$ cat src/rtl/frequency_meter.sv
// Frequency meter for an asynchronous square-wave tone.
//
// The input passes through a two-flop synchronizer and a stability filter.
// The period between rising edges of the filtered level is then measured in
// clock cycles and averaged over 2^AVG_LOG2 consecutive periods. If no rising
// edge arrives within TIMEOUT_CYCLES, the measurement is abandoned and
// no_signal is raised.
//
// Parameters:
//   CLOCK_FREQUENCY  clock rate in Hz; only used to derive the default timeout
//   FILTER_CYCLES    consecutive stable cycles needed to accept a level change
//   AVG_LOG2         log2 of the number of periods averaged per result
//   TIMEOUT_CYCLES   longest measurable period in cycles (< 2^PERIOD_WIDTH)
//   PERIOD_WIDTH     width of the period result
//
// Ports:
//   clock         single clock, rising edge
//   reset         synchronous, active-high reset
//   in            asynchronous tone input
//   period        averaged input period in clock cycles
//   period_valid  one-cycle pulse when period is updated
//   no_signal     high while no valid measurement exists
module frequency_meter #(
    parameter int unsigned CLOCK_FREQUENCY = 12000000,
    parameter int unsigned FILTER_CYCLES   = 16,
    parameter int unsigned AVG_LOG2        = 2,
    parameter int unsigned TIMEOUT_CYCLES  = CLOCK_FREQUENCY / 10,
    parameter int unsigned PERIOD_WIDTH    = 24
) (
    input  logic                    clock,
    input  logic                    reset,
    input  logic                    in,
    output logic [PERIOD_WIDTH-1:0] period,
    output logic                    period_valid,
    output logic                    no_signal
);

    localparam int unsigned FiltW = $clog2(FILTER_CYCLES + 1);
    // Sum of 2^AVG_LOG2 periods, each below 2^PERIOD_WIDTH, cannot overflow.
    localparam int unsigned AccW  = PERIOD_WIDTH + AVG_LOG2;
    localparam int unsigned NW    = AVG_LOG2 + 1;

    localparam logic [FiltW-1:0]        FiltLast = FiltW'(FILTER_CYCLES - 1);
    localparam logic [NW-1:0]           NLast    = NW'((1 << AVG_LOG2) - 1);
    localparam logic [PERIOD_WIDTH-1:0] Timeout  = PERIOD_WIDTH'(TIMEOUT_CYCLES);

    typedef enum logic [0:0] {
        StWaitFirst,
        StMeasure
    } state_t;

    // ------------------------------------------------------------------
    // Synchronizer
    // ------------------------------------------------------------------
    logic sync1;
    logic sync2;

    always_ff @(posedge clock) begin
        if (reset) begin
            sync1 <= 1'b0;
            sync2 <= 1'b0;
        end else begin
            sync1 <= in;
            sync2 <= sync1;
        end
    end

    // ------------------------------------------------------------------
    // Stability filter and rising-edge detect
    // ------------------------------------------------------------------
    logic             in_f;
    logic [FiltW-1:0] stab_cnt;
    logic             rise;

    always_ff @(posedge clock) begin
        if (reset) begin
            in_f     <= 1'b0;
            stab_cnt <= '0;
            rise     <= 1'b0;
        end else begin
            rise <= 1'b0;
            if (sync2 != in_f) begin
                if (stab_cnt == FiltLast) begin
                    // The new level has now been seen for FILTER_CYCLES cycles.
                    in_f     <= sync2;
                    stab_cnt <= '0;
                    rise     <= sync2;
                end else begin
                    stab_cnt <= stab_cnt + FiltW'(1);
                end
            end else begin
                // Any return to the accepted level restarts the count.
                stab_cnt <= '0;
            end
        end
    end

    // ------------------------------------------------------------------
    // Period measurement FSM
    // ------------------------------------------------------------------
    state_t                  state;
    logic [PERIOD_WIDTH-1:0] cnt;
    logic [AccW-1:0]         acc;
    logic [NW-1:0]           n;
    logic [AccW-1:0]         total;

    // Running total including the period that ends at this rise.
    always_comb begin
        total = acc + AccW'(cnt);
    end

    always_ff @(posedge clock) begin
        if (reset) begin
            state        <= StWaitFirst;
            cnt          <= '0;
            acc          <= '0;
            n            <= '0;
            period       <= '0;
            period_valid <= 1'b0;
            no_signal    <= 1'b1;
        end else begin
            period_valid <= 1'b0;
            case (state)
                StWaitFirst: begin
                    if (rise) begin
                        state <= StMeasure;
                        cnt   <= PERIOD_WIDTH'(1);
                        acc   <= '0;
                        n     <= '0;
                    end
                end
                StMeasure: begin
                    if (rise) begin
                        // A rise on the timeout cycle still counts normally.
                        cnt <= PERIOD_WIDTH'(1);
                        if (n == NLast) begin
                            period       <= total[AVG_LOG2 +: PERIOD_WIDTH];
                            period_valid <= 1'b1;
                            no_signal    <= 1'b0;
                            acc          <= '0;
                            n            <= '0;
                        end else begin
                            acc <= total;
                            n   <= n + NW'(1);
                        end
                    end else if (cnt == Timeout) begin
                        state     <= StWaitFirst;
                        cnt       <= '0;
                        acc       <= '0;
                        n         <= '0;
                        period    <= '0;
                        no_signal <= 1'b1;
                    end else begin
                        cnt <= cnt + PERIOD_WIDTH'(1);
                    end
                end
                default: begin
                    state <= StWaitFirst;
                end
            endcase
        end
    end

endmodule

$ cat config.mk
export PLATFORM = sky130hd
export DESIGN_NAME = frequency_meter
export DESIGN_NICKNAME = d
export VERILOG_FILES = /design/src/rtl/frequency_meter.sv
export SDC_FILE = /design/constraint.sdc
export NUM_CORES = 1
export LEC_CHECK = 0
export CAP_MARGIN = 20
export CORE_MARGIN = 3
export CORE_UTILIZATION = 39
export DETAILED_ROUTE_END_ITERATION = 10
export GPL_TIMING_DRIVEN = 0
export PLACE_DENSITY_LB_ADDON = 0.25
export REMOVE_ABC_BUFFERS = 1
export SYNTH_ARGS = -nofsm -noshare
export SYNTH_HDL_FRONTEND = slang
export SYNTH_SLANG_ARGS = --single-unit
export TNS_END_PERCENT = 30
$ cat constraint.sdc
create_clock -name clock -period 6.02 [get_ports clock]
set_clock_uncertainty 0.05 [all_clocks]
set_input_delay 1.806 -clock clock [delete_from_list [all_inputs] [get_ports clock]]
set_output_delay 1.806 -clock clock [all_outputs]
set_load 0.01 [all_outputs]
==> flow_metrics.env, run 1 <==
export IMPL_drt_initial_drc_count=263
export IMPL_placedInstanceArea_mm2=0.00513
export IMPL_power_switching_uw=250
export IMPL_cp_arrival_ps=3760
export IMPL_multi_input_area_mm2=0.00282
export IMPL_cts_num_sinks=89
export IMPL_worstPathRequired_ps=6260
export IMPL_hold_path_class="reg -> reg"
export IMPL_avgSynthCellArea_um2=8.36
export IMPL_critPathCaptureType="register"
export IMPL_synth_top_area_share_pct=37.1
export IMPL_dpl_hpwl_mm=8.71
export IMPL_critPathLaunchType="primary input"
export IMPL_start_util_pct=41.0
export IMPL_numCtsBuffers=9
export IMPL_switching_share_pct=20.8
export IMPL_synth_ff_type="dfxtp_1"
export IMPL_synth_area_leaders="dfxtp_1 (37%), ha_1 (7.6%), a21oi_1 (5.1%), nand2_1 (4.8%), nor2_1 (4.6%)"
export IMPL_grt_pass1_vias=3930
export IMPL_finalCriticalPeriod_ps=3520
export IMPL_drive_gt1_share_pct=5.25
export IMPL_synth_distinct_cells=64
export IMPL_die_area_mm2=0.0137
export IMPL_yosysWarnings=0
export IMPL_core_area_mm2=0.0117
export IMPL_synth_common_cells="dfxtp_1 (89), nand2_1 (61), nor2_1 (59)"
export IMPL_place_congestion=0.914
export IMPL_fmax_ghz=0.284
export IMPL_viasPerCell=5.75
export IMPL_sequentialPowerShare_pct=48.9
export IMPL_drc=0
export IMPL_antenna_found_initial=0
export IMPL_path_class="in -> reg"
export IMPL_clock_path_buffers=2
export IMPL_root_buffer="clkbuf_16"
export IMPL_ctsResizeCount=0
export IMPL_status="complete, no violations"
export IMPL_clock_latency_ps=350
export IMPL_slew_violations=0
export IMPL_grt_max_degree=43
export IMPL_post_cts_buffers=0
export IMPL_synthArstFlopShare_pct=0
export IMPL_ys_seq_area_share_pct=37.1
export IMPL_num_io_pins=29
export IMPL_htree_levels=3
export IMPL_synth_top_area_cell="dfxtp_1"
export IMPL_wl_per_cell_um=16.1
export IMPL_num_vias=4218
export IMPL_fillCellCount=1164
export IMPL_synth_most_common_cell="dfxtp_1"
export IMPL_finalSetupViolations=0
export IMPL_overflow=0
export IMPL_synth_edf_count=0
export IMPL_area_growth_pct=13.6
export IMPL_power_density_mw_per_mm2=221
export IMPL_peakVddDrop_uv=190
export IMPL_wirelength_mm=11.8
export IMPL_syn_cell_area_mm2=0.00481
export IMPL_dr_pass1_iters=6
export IMPL_track_usage_pct=18.1
export IMPL_syn_inst=575
export IMPL_drtAntennaViolNets=0
export IMPL_rsz0062_at_grt="false"
export IMPL_io_buffers=28
export IMPL_fin_area_mm2=0.00546
export IMPL_ys_seq_elements=89
export IMPL_cts_tree="yes"
export IMPL_max_cap_viol_count=0
export IMPL_grt_pass1_wl_mm=19.6
export IMPL_power_leakage_nw=2.09
export IMPL_fin_crit_sh_pct=58.5
export IMPL_path_clk_slew_ps=60
export IMPL_diodes=0
export IMPL_seq_area_mm2=0.00178
export IMPL_fin_nets=619
export IMPL_die_w_um=117
export IMPL_rows=39
export IMPL_crit_fanout=42
export IMPL_timing_setup_tns_ps=0
export IMPL_clock_power_share_pct=49.9
export IMPL_maxSlewHeadroom_pct=32.1
export IMPL_hold_viol=0
export IMPL_pwr_share_comb_pct=1.2
export IMPL_cts_hold_buf=0
export IMPL_tightestPinTransition_ps=1020
export IMPL_die_height_um=117
export IMPL_p_int_uw=955
-- layer usage --
| layer | vias to the layer above | global-route usage, % | routed length [µm] |
|---|---|---|---|
| met5 | - | 0 | 0 |
| met4 | 0 | 7.34 | 313 |
| met3 | 21 | 4.94 | 550 |
| met2 | 97 | 28.3 | 5280 |
| met1 | 1987 | 23.8 | 5660 |
| li1 | 2113 | - | - |
-- metrics by stage --
stage	hold slack, ps	worst slack [ps]	util (%)	total power, mW	std cells
CTS	411	2520	46.5	1.22	733
floorplan	364	2860	-	0.609	546
detailed placement	395	2150	43.8	0.617	717
global placement	380	590	43.8	0.618	717
finish	405	2500	46.6	1.21	734
global route	434	2360	46.6	1.25	734
-- area by class of cell --
| type | count | share of cell area [%] |
|---|---|---|
| clock buffer | 9 | 4.13 |
| clock inverter | 7 | 1.74 |
| inverter | 19 | 1.31 |
| multi-input combinational | 438 | 51.7 |
| sequential | 89 | 32.6 |
| tap | 143 | 3.28 |
| timing repair buffer | 29 | 5.18 |
-- placed cells by master (no fill, tap or decap), types with 3 or more instances in the layout --
cell             count
a21o_1               3
a21oi_1             49
a22o_1              23
a22oi_1              9
a311oi_1             6
a31oi_1              4
a41oi_1              5
and2_1               5
and3_1               4
clkbuf_16            9
clkdlybuf4s50_1     27
dfxtp_1             89
ha_1                29
inv_1               19
nand2_1             61
nand2b_1             6
nand3_1             32
nand4_1              8
nor2_1              59
nor2b_1              4
nor3_1               3
nor4_1               3
o211ai_1             6
o21a_1               5
o21ai_0             36
o21ai_1              3
o41ai_1              4
or3_1                5
xnor2_1             17
xor2_1              13
-- power groups by stage --
stage / sequential [mW] / clock [mW] / combinational, mW
finish: 0.590 / 0.602 / 0.0139
global route: 0.590 / 0.644 / 0.0154
CTS: 0.590 / 0.620 / 0.0141
detailed placement: 0.603 / 0 / 0.0141
global placement: 0.603 / 0 / 0.0143
floorplan: 0.603 / 0 / 0.00597
-- worst max-delay path, cell delays in order --
cell	delay (ps)
buf_2	340
nor2_1	480
nand3b_2	430
or4_1	610
nand2_1	80
-- registers in the layout, summed over array words and instances, names as in the netlist --
name / count
acc: 26
cnt: 24
period: 24
stab_cnt: 5
n: 3
in_f: 1
no_signal: 1
period_valid: 1
rise: 1
state: 1
sync1: 1
sync2: 1
-- cell families after synthesis --
kind of cell / count (synthesis) / synth area share, %
fa+ha+maj: 30 / 7.97
buf+inv: 48 / 4.24
xor+xnor: 30 / 5.47
simple gates: 201 / 19.7
flops: 89 / 37.1
compound gates: 174 / 24.9
mux: 3 / 0.651
-- final timing paths --
path | from | endpoint | slack (ps) | cells past startpoint
max | reset | cnt[21] | 2500 | 5
min | period[8] | period[8] | 410 | 2
max reg2reg | cnt[0] | acc[24] | 3030 | 10
min reg2reg | period[8] | period[8] | 410 | 2
No activity file was read; power rests on OpenSTA's default activity.
==> inputs of run 2 (changes only) <==
==> constraint.sdc (replaced) <==
create_clock -name clock -period 3.26 [get_ports clock]
set_clock_uncertainty 0.05 [all_clocks]
set_input_delay 0.978 -clock clock [delete_from_list [all_inputs] [get_ports clock]]
set_output_delay 0.978 -clock clock [all_outputs]
set_load 0.01 [all_outputs]
==> results of run 2 <==
Same layout as run 1 (identical final DEF). Status: complete, no violations.
Main changes from that run: setup slack after placement 2150 ps -> 220 ps; clock-pin slew on the worst setup and hold paths 60 ps -> 70 ps; setup slack after layout 2500 ps -> 273 ps; start point of the critical path reset -> cnt[0]; end point of the critical path cnt[21] -> acc[24]; register-to-register setup slack 3030 ps -> 270 ps; total power 1.21 mW -> 2.23 mW; worst IR drop on VDD 190 µV -> 351 µV
==> inputs of run 3 (changes only) <==
==> constraint.sdc (replaced) <==
create_clock -name clock -period 3.3 [get_ports clock]
set_clock_uncertainty 0.05 [all_clocks]
set_input_delay 0.99 -clock clock [delete_from_list [all_inputs] [get_ports clock]]
set_output_delay 0.99 -clock clock [all_outputs]
set_load 0.01 [all_outputs]
==> results of run 3 <==
Same layout as run 1 (identical final DEF). Status: complete, no violations.
Main changes from that run: setup slack after placement 2150 ps -> 248 ps; clock-pin slew on the worst setup and hold paths 60 ps -> 70 ps; setup slack after layout 2500 ps -> 313 ps; start point of the critical path reset -> cnt[0]; end point of the critical path cnt[21] -> acc[24]; register-to-register setup slack 3030 ps -> 310 ps; total power 1.21 mW -> 2.20 mW; worst IR drop on VDD 190 µV -> 346 µV
